`src/rtl/trial_pkg.sv`:
```
// Shared types for the trial/retry responder: lock state encoding and the
// registered response record.
package trial_pkg;

  localparam int unsigned MaxIdWidth = 32;

  typedef enum logic {
    ST_FREE   = 1'b0,
    ST_LOCKED = 1'b1
  } lock_state_e;

  // The ID field is sized for the widest supported requester ID.
  typedef struct packed {
    logic                  ack;
    logic [MaxIdWidth-1:0] id;
  } rsp_t;

endpackage

```
`src/rtl/lease_timer.sv`:
```
// Lock lease down-counter: loaded on grant, counts down while locked, and
// flags expiry on the cycle it sits at zero. LeaseCycles == 0 never expires.
module lease_timer #(
  parameter int unsigned CntWidth    = 16,
  parameter int unsigned LeaseCycles = 1024
) (
  input  logic clk_i,
  input  logic rst_ni,
  input  logic load_i,
  input  logic clr_i,
  input  logic run_i,
  output logic expire_o
);

  localparam logic [CntWidth-1:0] LoadVal =
    (LeaseCycles == 0) ? '0 : CntWidth'(LeaseCycles - 1);
  localparam logic Enabled = (LeaseCycles != 0);

  logic [CntWidth-1:0] r_cnt;
  logic                w_zero;

  assign w_zero   = (r_cnt == '0);
  assign expire_o = Enabled && run_i && w_zero;

  always_ff @(posedge clk_i or negedge rst_ni) begin
    if (!rst_ni) begin
      r_cnt <= '0;
    end else if (load_i) begin
      r_cnt <= LoadVal;
    end else if (clr_i) begin
      r_cnt <= '0;
    end else if (run_i && !w_zero) begin
      r_cnt <= r_cnt - CntWidth'(1);
    end
  end

endmodule

```
`src/rtl/trial_responder.sv`:
```
// Responder side of the trial/retry lock protocol (ACK grants/refreshes the
// lock, NACK tells the requester to back off). TRIAL_RESPONDER_STATS_EN adds a NACK counter.
module trial_responder
  import trial_pkg::*;
#(
  parameter int unsigned IdWidth     = 4,
  parameter int unsigned LeaseCycles = 1024,
  parameter int unsigned CntWidth    = 16
) (
  input  logic                clk_i,
  input  logic                rst_ni,
  input  logic                req_valid_i,
  output logic                req_ready_o,
  input  logic [IdWidth-1:0]  req_id_i,
  output logic                rsp_valid_o,
  input  logic                rsp_ready_i,
  output logic                rsp_ack_o,
  output logic [IdWidth-1:0]  rsp_id_o,
  input  logic                rel_valid_i,
  input  logic [IdWidth-1:0]  rel_id_i,
  output logic                locked_o,
  output logic [IdWidth-1:0]  owner_o,
  output logic                timeout_o,
  output logic [CntWidth-1:0] nack_cnt_o
);

`ifndef COMMON_CELLS_ASSERTS_OFF
  if (IdWidth == 0) begin : g_chk_id_min
    $error("trial_responder: IdWidth must be >= 1");
  end
  if (IdWidth > MaxIdWidth) begin : g_chk_id_max
    $error("trial_responder: IdWidth exceeds trial_pkg::MaxIdWidth");
  end
  if (CntWidth < 64 && 64'(LeaseCycles) > (64'd1 << CntWidth)) begin : g_chk_lease
    $error("trial_responder: LeaseCycles must not exceed 2**CntWidth");
  end
`endif

  lock_state_e        r_state, w_state_nxt;
  logic [IdWidth-1:0] r_owner, w_owner_nxt;
  logic               r_timeout, w_timeout_nxt;
  logic               r_rsp_valid;
  rsp_t               r_rsp;

  logic w_locked, w_req_ready, w_accept;
  logic w_rel_ok, w_expire, w_free_eff, w_owner_hit;
  logic w_ack, w_grant, w_refresh, w_clr;
  logic [MaxIdWidth-1:0] w_unused_rsp_id;

  assign w_locked    = (r_state == ST_LOCKED);
  assign w_req_ready = !r_rsp_valid || rsp_ready_i;
  assign w_accept    = req_valid_i && w_req_ready;

  // Release/expiry resolve before the request, so a waiting ID can win this cycle.
  assign w_rel_ok    = w_locked && rel_valid_i && (rel_id_i == r_owner);
  assign w_free_eff  = !w_locked || w_rel_ok || w_expire;
  assign w_owner_hit = w_locked && (req_id_i == r_owner);
  assign w_ack       = w_free_eff || w_owner_hit;
  assign w_grant     = w_accept && w_ack;
  assign w_refresh   = w_grant && w_owner_hit;
  assign w_clr       = w_locked && !w_grant && (w_rel_ok || w_expire);

  lease_timer #(
    .CntWidth    (CntWidth),
    .LeaseCycles (LeaseCycles)
  ) u_lease_timer (
    .clk_i    (clk_i),
    .rst_ni   (rst_ni),
    .load_i   (w_grant),
    .clr_i    (w_clr),
    .run_i    (w_locked),
    .expire_o (w_expire)
  );

  always_comb begin
    w_state_nxt   = r_state;
    w_owner_nxt   = r_owner;
    w_timeout_nxt = w_expire && !w_rel_ok && !w_refresh;
    case (r_state)
      ST_FREE: begin
        if (w_grant) begin
          w_state_nxt = ST_LOCKED;
          w_owner_nxt = req_id_i;
        end
      end
      ST_LOCKED: begin
        if (w_grant) begin
          w_owner_nxt = req_id_i;
        end else if (w_rel_ok || w_expire) begin
          w_state_nxt = ST_FREE;
          w_owner_nxt = '0;
        end
      end
      default: begin
        w_state_nxt = ST_FREE;
        w_owner_nxt = '0;
      end
    endcase
  end

  always_ff @(posedge clk_i or negedge rst_ni) begin
    if (!rst_ni) begin
      r_state   <= ST_FREE;
      r_owner   <= '0;
      r_timeout <= 1'b0;
    end else begin
      r_state   <= w_state_nxt;
      r_owner   <= w_owner_nxt;
      r_timeout <= w_timeout_nxt;
    end
  end

  always_ff @(posedge clk_i or negedge rst_ni) begin
    if (!rst_ni) begin
      r_rsp_valid <= 1'b0;
      r_rsp       <= '0;
    end else if (w_accept) begin
      r_rsp_valid <= 1'b1;
      r_rsp.ack   <= w_ack;
      r_rsp.id    <= MaxIdWidth'(req_id_i);
    end else if (rsp_ready_i) begin
      r_rsp_valid <= 1'b0;
    end
  end

  // Upper ID bits of the shared record are always zero here.
  assign w_unused_rsp_id = r_rsp.id;

`ifdef TRIAL_RESPONDER_STATS_EN
  logic [CntWidth-1:0] r_nack_cnt;

  always_ff @(posedge clk_i or negedge rst_ni) begin
    if (!rst_ni) begin
      r_nack_cnt <= '0;
    end else if (w_accept && !w_ack && (r_nack_cnt != '1)) begin
      r_nack_cnt <= r_nack_cnt + CntWidth'(1);
    end
  end

  assign nack_cnt_o = r_nack_cnt;
`else
  assign nack_cnt_o = '0;
`endif

  assign req_ready_o = w_req_ready;
  assign rsp_valid_o = r_rsp_valid;
  assign rsp_ack_o   = r_rsp.ack;
  assign rsp_id_o    = r_rsp.id[IdWidth-1:0];
  assign locked_o    = w_locked;
  assign owner_o     = r_owner;
  assign timeout_o   = r_timeout;

endmodule

```
`config.mk`:
```
export PLATFORM = sky130hd
export DESIGN_NAME = trial_responder
export DESIGN_NICKNAME = d
export VERILOG_FILES = /design/src/rtl/trial_pkg.sv /design/src/rtl/lease_timer.sv /design/src/rtl/trial_responder.sv
export SDC_FILE = /design/constraint.sdc
export NUM_CORES = 1
export LEC_CHECK = 0
export CORE_MARGIN = 1
export CORE_UTILIZATION = 40
export DETAILED_ROUTE_END_ITERATION = 10
export HOLD_SLACK_MARGIN = 0.08
export PLACE_DENSITY = 0.69
export SYNTH_ARGS = -nofsm -noshare
export SYNTH_HDL_FRONTEND = slang
export SYNTH_SLANG_ARGS = --single-unit
```
`constraint.sdc`:
```
create_clock -name clk_i -period 2.9 [get_ports clk_i]
set_clock_uncertainty 0.1 [all_clocks]
set_input_delay 0.58 -clock clk_i [delete_from_list [all_inputs] [get_ports clk_i]]
set_output_delay 0.58 -clock clk_i [all_outputs]
set_load 0.02 [all_outputs]
```
Word level (Yosys, flattened, before mapping)
Cells that the tools add are included.

Word-level logic and storage cells: 53. Bits of input ports: 13. Output and inout port bits: 29. Register bits after elaboration: 28.

Mux-type cells: 13. Eq/ne operators: 4. Add/subtract/negate cells: 1. Reductions and logical operators: 27. Bitwise gates (word level): 1.

Operator list (number): $mux W16 (3); $logic_not A16 Y1 (1); $sub A16 B1 Y16 const B (1); $logic_and A1 B1 Y1 (12); $mux W4 (3); $eq A4 B4 Y1 (2); $pmux W4 S2 (1); $logic_not A1 Y1 (6); $logic_or A1 B1 Y1 (5); $mux W1 (5); $ne A3 B1 Y1 const B (1); $reduce_bool A3 Y1 (1); $ne A2 B2 Y1 const B (1); $pmux W1 S2 (1); $reduce_and A2 Y1 (1); $reduce_bool A2 Y1 (1); $not A1 Y1 (1).

Logic depth before layout (Yosys ltp)
Gate-level depths: netlist of the first run.

Word-level depth: 11. Gate-level depth with buffers: 8. Depth with buffers taken out: 7.

Cells and area by module
A second synthesis of the first run with hierarchy kept.

Cells, all modules: 179. Area total of the unflattened synthesis: 1760.4 um^2.

By module, submodules not included: lease_timer (cells an instance 108, instances 1, area an instance 999.7 um^2, sequential area each 400.4 um^2); trial_responder (cells an instance 71, instances 1, area an instance 760.7 um^2, sequential area each 300.3 um^2).

Least setup slack after synthesis of the first run
Ideal clock, no wire load.

Path type: register to register. Start: register u_lease_timer.r_cnt[0]. End: register u_lease_timer.r_cnt[9]. Buffers on the path: 1. Arrival: 2131 ps. Stages on the path, launching flop included: 9. Period minus slack after synthesis: 2355 ps. Path slack: 545 ps. Required time: 2676 ps. Library setup time: 124 ps. Cells stage by stage: dfrtp_1 -> inv_1 -> ha_1 -> nor3b_2 -> nand4_2 -> or4_1 -> buf_2 -> a31o_1 -> a211o_1.

Longest elaborated chain between the ends: 10. Elaborated cells between the ends (all ways): 16. Those cells by class: add/sub: 1; mux: 3; reduce/logical: 12.

RTL lines: from (decl) (RTL line lease_timer.sv:19) `logic [CntWidth-1:0] r_cnt;`; from (signal assigned) (RTL line lease_timer.sv:29) `r_cnt <= LoadVal;`; from (signal assigned) (RTL line lease_timer.sv:33) `r_cnt <= r_cnt - CntWidth'(1);`; parallel branches: the longest is 10 deep, another holds $sub A16 B1 Y16.

Several ways; the timed one is not identified. The select of a mux whose other input is x is not followed. A chain may end at the register's enable or synchronous reset.

Worst setup path after layout of the first run
Start: input port rsp_ready_i. End: output port req_ready_o.

Longest elaborated chain between the ends: 1.

RTL lines: from (decl) (RTL line trial_responder.sv:16) `input logic rsp_ready_i,`; $logic_or A1 B1 Y1 (RTL line trial_responder.sv:51) `assign w_req_ready = !r_rsp_valid || rsp_ready_i;`; to (decl) (RTL line trial_responder.sv:13) `output logic req_ready_o,`.

No other way between the ends.

==> out/qor.json, run 1 <==
{
  "clk_transition_reported_paths": {"value": 0.09, "unit": "ns"},
  "preCtsSetupSlack": {"value": 0.251, "unit": "ns"},
  "fmaxAchievable": {"value": 392, "unit": "MHz"},
  "dpl.cell_count": {"value": 262},
  "number_of_cells_produced_by_synthesis": {"value": 188},
  "post_route_cell_area": {"value": 2110, "unit": "um2"},
  "max_slew_margin": {"value": 60.4, "unit": "%"},
  "total_clock_buffers_created_by_cts": {"value": 3},
  "clock-root-buffer": {"value": "sky130_fd_sc_hd__clkbuf_8"},
  "dpl-instance-area": {"value": 2050, "unit": "um2"},
  "top_level_ports": {"value": 42},
  "grt_first_pass_wirelength": {"value": 6370, "unit": "um"},
  "post_cts.repair.setup_buffers": {"value": 0},
  "crit_path_end_kind": {"value": "primary output"},
  "grt_setup_unrepaired": {"value": "false"},
  "hpwl_after_detailed_placement": {"value": 2910, "unit": "um"},
  "final.min_clock_period": {"value": 2.55, "unit": "ns"},
  "fp.dieArea": {"value": 4690, "unit": "um2"},
  "route.antenna.remaining_nets": {"value": 0},
  "run_status": {"value": "finished clean"},
  "detail_route.wl_per_cell": {"value": 15.0, "unit": "um"},
  "worstSetupPathType": {"value": "input port to primary output"},
  "tightestPinTransition": {"value": 0.587, "unit": "ns"},
  "max_cap_viol_count": {"value": 0},
  "instances_no_fill": {"value": 266},
  "final_net_count": {"value": 231},
  "yosys_most_used_dff": {"value": "sky130_fd_sc_hd__dfrtp_1"},
  "place.gp.congestion": {"value": 0.861},
  "crit_family": {"value": "buffers and inverters"},
  "ir_drop": {"value": 318, "unit": "uV"},
  "via_cell_ratio": {"value": 5.58},
  "die_height": {"value": 68.5, "unit": "um"},
  "placeableCoreArea": {"value": 4120, "unit": "um2"},
  "dr.pass1.iters": {"value": 4},
  "critical_path.n_buffers_inverters": {"value": 2},
  "globalRoute.totalOverflow": {"value": 0},
  "cp_max_fo": {"value": 6},
  "buffer_ports.inserted": {"value": 25},
  "timing.final.max_slew_violations": {"value": 0},
  "totalWireLength": {"value": 4000, "unit": "um"},
  "hold_ws": {"value": 0.385, "unit": "ns"},
  "timing.critical_path.from_type": {"value": "input port"},
  "post_cts_resized": {"value": 0},
  "fillers": {"value": 397},
  "cts_num_sinks": {"value": 28},
  "detail_route.drc_violations": {"value": 0},
  "data_required_time_of_the_critical_path": {"value": 2.22, "unit": "ns"},
  "global_route.usage.total": {"value": 18.9, "unit": "%"},
  "syn_area_per_cell": {"value": 9.40, "unit": "um2"},
  "number_of_antenna_violations_at_the_first_check_in_global_routing": {"value": 0},
  "final_critical_path_setup_slack": {"value": 0.347, "unit": "ns"},
  "ys_ff_latch": {"value": 28},
  "grt_start_max_net_pins": {"value": 29},
  "netlist_area": {"value": 1770, "unit": "um2"},
  "worstHoldPathType": {"value": "flip-flop to flip-flop"},
  "synth_enable_flop_cells": {"value": 0},
  "final_hold_viol_count": {"value": 0},
  "finish.utilization": {"value": 51.2, "unit": "%"},
  "largest_incremental_delay_on_the_critical_path": {"value": 0.64, "unit": "ns"},
  "syn2layout_area_growth": {"value": 19.3, "unit": "%"},
  "max-clock-path-buffers": {"value": 2},
  "synthDominantCellAreaShare": {"value": 39.7, "unit": "%"},
  "crit_path_max_delay_cell_type": {"value": "sky130_fd_sc_hd__clkdlybuf4s50_1"},
  "placementRows": {"value": 23},
  "synth.yosys.warnings": {"value": 0},
  "synth_cell_types": {"value": 59},
  "clk-insertion-delay-late": {"value": 0.28, "unit": "ns"},
  "crit_chain": {"value": "clkdlybuf4s50_1 > nand2b_1 > clkdlybuf4s50_1"},
  "num_antenna_cells": {"value": 0},
  "synth_top_cell_by_area": {"value": "sky130_fd_sc_hd__dfrtp_1"},
  "synth_seq_area_share": {"value": 39.7, "unit": "%"},
  "grt_pass1_vias": {"value": 1286},
  "synth.top_cells.by_area": {"value": "sky130_fd_sc_hd__dfrtp_1 (40%), sky130_fd_sc_hd__buf_4 (6.8%), sky130_fd_sc_hd__nand2_1 (4.5%)"},
  "count_of_vias_placed_by_the_detailed_router": {"value": 1484},
  "synth_async_sr_flop_share": {"value": 100, "unit": "%"},
  "final_layout_size_suffix_gt1_share": {"value": 10.6, "unit": "%"},
  "tritoncts": {"value": "built"},
  "detailed_router_s_first_iteration_violation_count": {"value": 115},
  "critPathArrivalTime": {"value": 1.87, "unit": "ns"},
  "power": {"value": 1.83, "unit": "mW"},
  "setup_violations": {"value": 0},
  "power_leakage": {"value": 0.984, "unit": "nW"},
  "cp_common_cell": {"value": "sky130_fd_sc_hd__clkdlybuf4s50_1"},
  "initial_core_util": {"value": 42.9, "unit": "%"},
  "fin_setup_tns": {"value": 0, "unit": "ns"},
  "final_min_period_over_clock_period": {"value": 88.0, "unit": "%"},
  "cts-hold-fix-buffers": {"value": 0},
  "p_per_area": {"value": 870, "unit": "nW/um2"},
  "dieWidth": {"value": 68.5, "unit": "um"},
  "h-tree-depth": {"value": 1}
}
==> report_power, final <==
| part | total (mW) | switching (mW) | internal (mW) |
|---|---|---|---|
| clock network | 0.250 | 0.128 | 0.122 |
| logic | 0.894 | 0.463 | 0.431 |
| registers | 0.690 | 0.164 | 0.526 |
==> worst paths after layout <==
| kind | startpoint | end | slack [ns] | cells past startpoint |
|---|---|---|---|---|
| hold reg to reg | rsp_ack_o$_DFFE_PN0P_ | rsp_ack_o$_DFFE_PN0P_ | 0.38 | 1 |
| setup / recovery | rsp_ready_i | req_ready_o | 0.35 | 3 |
| max in group asynchronous | rst_ni | owner_o[2]$_DFFE_PN0P_ | 1.86 | 2 |
| hold / removal | rsp_ack_o$_DFFE_PN0P_ | rsp_ack_o$_DFFE_PN0P_ | 0.38 | 1 |
| setup reg to reg | u_lease_timer.r_cnt[0]$_DFFE_PN0P_ | u_lease_timer.r_cnt[9]$_DFFE_PN0P_ | 0.38 | 7 |
| min in group asynchronous | rst_ni | rsp_ack_o$_DFFE_PN0P_ | 0.57 | 2 |
==> synth_stat cells, drive strengths merged (3+ instances only) <==
library cell and instances:
o21ai 3, nand3 3, o41ai 6, o31ai 3
a221o 3, nor3 8, dfrtp 28, a211o 3
inv 6, and2 4, nor4 7, nor2 8
nand2 21, o32ai 3, a21o 5, clkbuf 7
buf 20, a211oi 3, xor2 6
==> layer usage <==
layer	GRT usage [%]	part of all wire [%]	vias to the layer above
met1	26.9	49	707
li1	-	-	729
met4	8.59	1.8	0
met5	0	0	-
met3	2.83	3.6	5
met2	27.7	45	43
==> cell type report <==
type / instances / area [um2] / area share [%]
Multi-Input combinational cell: 142 / 933 / 44.3
Tap cell: 50 / 62.6 / 2.97
Timing Repair Buffer: 36 / 333 / 15.8
Sequential cell: 28 / 701 / 33.3
Clock buffer: 4 / 55.1 / 2.61
Inverter: 6 / 22.5 / 1.07
==> sequential cells by signal, indices dropped and copies added, names as in the netlist <==
name,flops
locked_o,1
owner_o,4
rsp_ack_o,1
rsp_valid_o,1
timeout_o,1
u_lease_timer.r_cnt,16
w_unused_rsp_id,4
==> logic make-up after synthesis <==
group	count (synthesis)	synth area share (%)
adders and majority gates	1	0.708
AOI/OAI and AO/OA	48	22.2
buffers and inverters	33	10.7
and+or+nand+nor	68	22.0
other	1	0.212
xor gates and xnor gates	8	3.97
muxes	1	0.567
DFF	28	39.7
==> cell usage in the layout (no fill, tap or decap), types with 6 or more instances in the layout <==
| master | Yosys | layout |
|---|---|---|
| sky130_fd_sc_hd__nor2_1 | 7 | 7 |
| sky130_fd_sc_hd__clkdlybuf4s50_1 | 0 | 25 |
| sky130_fd_sc_hd__buf_4 | 16 | 11 |
| sky130_fd_sc_hd__nor3_1 | 8 | 8 |
| sky130_fd_sc_hd__inv_1 | 6 | 6 |
| sky130_fd_sc_hd__conb_1 | 1 | 16 |
| sky130_fd_sc_hd__o41ai_1 | 6 | 6 |
| sky130_fd_sc_hd__xor2_1 | 6 | 6 |
| sky130_fd_sc_hd__dfrtp_1 | 28 | 28 |
| sky130_fd_sc_hd__nand2_1 | 21 | 21 |
No activity file was read; power rests on OpenSTA's default activity.
==> inputs of run 2 (changes only) <==
--- a/config.mk
+++ b/config.mk
@@ -10,6 +10,8 @@
 export DETAILED_ROUTE_END_ITERATION = 10
 export HOLD_SLACK_MARGIN = 0.08
 export PLACE_DENSITY = 0.69
+export SETUP_SLACK_MARGIN = 0.2
 export SYNTH_ARGS = -nofsm -noshare
 export SYNTH_HDL_FRONTEND = slang
+export SYNTH_HIERARCHICAL = 1
 export SYNTH_SLANG_ARGS = --single-unit
==> run 2 against run 1 <==
Total power up 8.3%. Combinational power up 0.6%. First-iteration DRC count down 5.2%. Highest routed layer unchanged.
==> out/qor.json, run 2 <==
{
  "final_layout_size_suffix_gt1_share": {"value": 16.9, "unit": "%"},
  "ir_drop": {"value": 555, "unit": "uV"},
  "syn2layout_area_growth": {"value": 23.7, "unit": "%"},
  "hpwl_after_detailed_placement": {"value": 2680, "unit": "um"},
  "num_antenna_cells": {"value": 0},
  "buffer_ports.inserted": {"value": 25},
  "netlist_area": {"value": 1760, "unit": "um2"},
  "detail_route.wl_per_cell": {"value": 14.1, "unit": "um"},
  "worstHoldEndpoint": {"value": "rsp_ack_o$_DFFE_PN0P_"},
  "number_of_cells_produced_by_synthesis": {"value": 179},
  "globalRouteMet3Util": {"value": 4.17, "unit": "%"},
  "seqCellArea": {"value": 701, "unit": "um2"},
  "synth_enable_flop_cells": {"value": 0},
  "p_per_area": {"value": 911, "unit": "nW/um2"},
  "reg2reg_from": {"value": "u_lease_timer/r_cnt[0]$_DFFE_PN0P_"},
  "total_clock_buffers_created_by_cts": {"value": 3},
  "dpl.cell_count": {"value": 259},
  "grt_use_met2": {"value": 29.0, "unit": "%"},
  "fillers": {"value": 394},
  "worst_reg2reg_path_length_in_cells": {"value": 13},
  "via_cell_ratio": {"value": 5.61},
  "critPathArrivalTime": {"value": 1.84, "unit": "ns"},
  "detailed_router_s_first_iteration_violation_count": {"value": 109},
  "synth_cell_types": {"value": 54},
  "route.antenna.remaining_nets": {"value": 0},
  "max-clock-path-buffers": {"value": 2},
  "final.min_clock_period": {"value": 2.52, "unit": "ns"},
  "instances_no_fill": {"value": 263},
  "clk_transition_reported_paths": {"value": 0.10, "unit": "ns"},
  "clk-insertion-delay-late": {"value": 0.28, "unit": "ns"},
  "grt_first_pass_wirelength": {"value": 6360, "unit": "um"},
  "fin_setup_tns": {"value": 0, "unit": "ns"},
  "placeableCoreArea": {"value": 4120, "unit": "um2"},
  "timing.final.max_slew_violations": {"value": 0},
  "fmaxAchievable": {"value": 397, "unit": "MHz"},
  "totalWireLength": {"value": 3700, "unit": "um"},
  "synth.yosys.warnings": {"value": 6},
  "top_level_ports": {"value": 42},
  "globalRoute.totalOverflow": {"value": 0},
  "hold_ws": {"value": 0.394, "unit": "ns"},
  "die_height": {"value": 68.3, "unit": "um"},
  "number_of_flip_flops_in_the_largest_register": {"value": 16},
  "worst-r2r-setup-slack": {"value": 0.43, "unit": "ns"},
  "dr.pass1.iters": {"value": 4},
  "initial_core_util": {"value": 42.8, "unit": "%"},
  "fp.dieArea": {"value": 4670, "unit": "um2"},
  "yosys_most_used_dff": {"value": "sky130_fd_sc_hd__dfrtp_1"},
  "worstSetupPathType": {"value": "input port to primary output"},
  "grt_start_max_net_pins": {"value": 29},
  "multiInputGateArea": {"value": 976, "unit": "um2"},
  "run_status": {"value": "finished clean"},
  "dpl-instance-area": {"value": 2080, "unit": "um2"},
  "worstHoldPathType": {"value": "flip-flop to flip-flop"},
  "syn_area_per_cell": {"value": 9.83, "unit": "um2"},
  "post_route_cell_area": {"value": 2180, "unit": "um2"},
  "crit_path_end_kind": {"value": "primary output"},
  "data_required_time_of_the_critical_path": {"value": 2.22, "unit": "ns"},
  "ys_ff_latch": {"value": 28},
  "max_cap_viol_count": {"value": 0},
  "cell_depth_of_the_worst_hold_path": {"value": 1},
  "place.gp.congestion": {"value": 0.805},
  "dieWidth": {"value": 68.3, "unit": "um"},
  "synth_top_cell_by_area": {"value": "sky130_fd_sc_hd__dfrtp_1"},
  "final_hold_viol_count": {"value": 0},
  "final_net_count": {"value": 228},
  "grt_use_met1": {"value": 24.6, "unit": "%"},
  "synth.top_cells.by_area": {"value": "sky130_fd_sc_hd__dfrtp_1 (40%), sky130_fd_sc_hd__buf_4 (6.8%), sky130_fd_sc_hd__nand2_1 (3.6%)"},
  "synthDominantCellAreaShare": {"value": 39.8, "unit": "%"},
  "yosys.cell_count.top_type": {"value": "sky130_fd_sc_hd__dfrtp_1"},
  "yosys-top-cells-count": {"value": "sky130_fd_sc_hd__dfrtp_1 (28), sky130_fd_sc_hd__nand2_1 (17), sky130_fd_sc_hd__buf_4 (16)"},
  "placementRows": {"value": 23},
  "number_of_antenna_violations_at_the_first_check_in_global_routing": {"value": 0},
  "hold_path.startpoint": {"value": "rsp_ack_o$_DFFE_PN0P_"},
  "clock-root-buffer": {"value": "sky130_fd_sc_hd__clkbuf_8"},
  "h-tree-depth": {"value": 1},
  "final_min_period_over_clock_period": {"value": 86.8, "unit": "%"},
  "grt_pass1_vias": {"value": 1372},
  "most-common-layout-cells": {"value": "sky130_fd_sc_hd__dfrtp_1 (28), sky130_fd_sc_hd__clkdlybuf4s50_1 (25), sky130_fd_sc_hd__nand2_1 (17)"},
  "tritoncts": {"value": "built"},
  "cts-hold-fix-buffers": {"value": 0},
  "power_leakage": {"value": 0.899, "unit": "nW"},
  "power": {"value": 1.99, "unit": "mW"},
  "timing.critical_path.from_type": {"value": "input port"},
  "count_of_vias_placed_by_the_detailed_router": {"value": 1476},
  "cts_num_sinks": {"value": 28},
  "global_route.usage.total": {"value": 18.1, "unit": "%"},
  "detail_route.drc_violations": {"value": 0},
  "setup_violations": {"value": 0},
  "layout.cells.most_common": {"value": "sky130_fd_sc_hd__dfrtp_1"},
  "synth_seq_area_share": {"value": 39.8, "unit": "%"},
  "gr-max-usage-layer": {"value": "met2"},
  "cp_max_fo": {"value": 4},
  "largest_register": {"value": "u_lease_timer/r_cnt"},
  "synth_async_sr_flop_share": {"value": 100, "unit": "%"},
  "critical_path.reg2reg.endpoint": {"value": "u_lease_timer/r_cnt[5]$_DFFE_PN0P_"},
  "grt_setup_unrepaired": {"value": "false"}
}
==> run 2: metal layers <==
layer / routed length [um] / part of all wire [%]
met4: 33 / 0.89
met1: 1680 / 45
met5: 0 / 0
met3: 178 / 4.8
met2: 1810 / 49
==> run 2: cells by family after synthesis <==
logic type / after synthesis / share of synthesized area [%]
fa+ha+maj: 1 / 0.711
other cells: 1 / 0.213
xor+xnor: 9 / 4.90
buf+inv: 28 / 9.45
mux: 3 / 1.92
compound gates: 45 / 20.3
simple gates: 64 / 22.7
flops: 28 / 39.8
==> run 2: worst max path at each step <==
| stage | start | to | slack, ns | cells past startpoint |
|---|---|---|---|---|
| floorplan | u_lease_timer/r_cnt[0]$_DFFE_PN0P_ | u_lease_timer/r_cnt[2]$_DFFE_PN0P_ | 0.25 | 11 |
| global placement | u_lease_timer/r_cnt[14]$_DFFE_PN0P_ | u_lease_timer/r_cnt[5]$_DFFE_PN0P_ | 0.18 | 10 |
| detailed placement | u_lease_timer/r_cnt[14]$_DFFE_PN0P_ | u_lease_timer/r_cnt[5]$_DFFE_PN0P_ | 0.1 | 10 |
| CTS | u_lease_timer/r_cnt[14]$_DFFE_PN0P_ | u_lease_timer/r_cnt[9]$_DFFE_PN0P_ | 0.29 | 10 |
| global route | u_lease_timer/r_cnt[0]$_DFFE_PN0P_ | u_lease_timer/r_cnt[5]$_DFFE_PN0P_ | 0.19 | 13 |
| finish | rsp_ready_i | req_ready_o | 0.38 | 3 |
==> run 2: timing repair <==
| action | in CTS | in global routing |
|---|---|---|
| buffers inserted | 0 | 0 |
| setup endpoints to repair | 7 | 7 |
| resized for setup | 1 | 5 |
| pin swaps | 0 | 1 |
==> run 2: cell type report <==
class	instances	area share, %
clock buffers	3	1.90
clock inverters	1	1.38
inverters	8	1.38
multi-input cells	138	44.8
flip-flops and latches	28	32.2
well taps	50	2.87
repair buffers	35	15.5
==> run 2: power by group <==
| part | internal (mW) | switching (mW) | total, mW |
|---|---|---|---|
| Sequential | 0.543 | 0.231 | 0.774 |
| Combinational | 0.444 | 0.455 | 0.899 |
| Clock | 0.185 | 0.128 | 0.313 |
==> run 2: worst max-delay path, stage by stage <==
cell	delay [ns]
sky130_fd_sc_hd__clkdlybuf4s50_1	0.45
sky130_fd_sc_hd__nand2b_1	0.17
sky130_fd_sc_hd__clkdlybuf4s50_1	0.63
==> run 2: through the flow <==
step / util (%) / setup WS (ns)
2_1_floorplan: - / 0.252
3_3_place_gp: 50.6 / 0.178
3_5_place_dp: 50.6 / 0.0961
4_1_cts: 52.4 / 0.285
5_1_grt: 52.9 / 0.194
6_report: 52.9 / 0.384
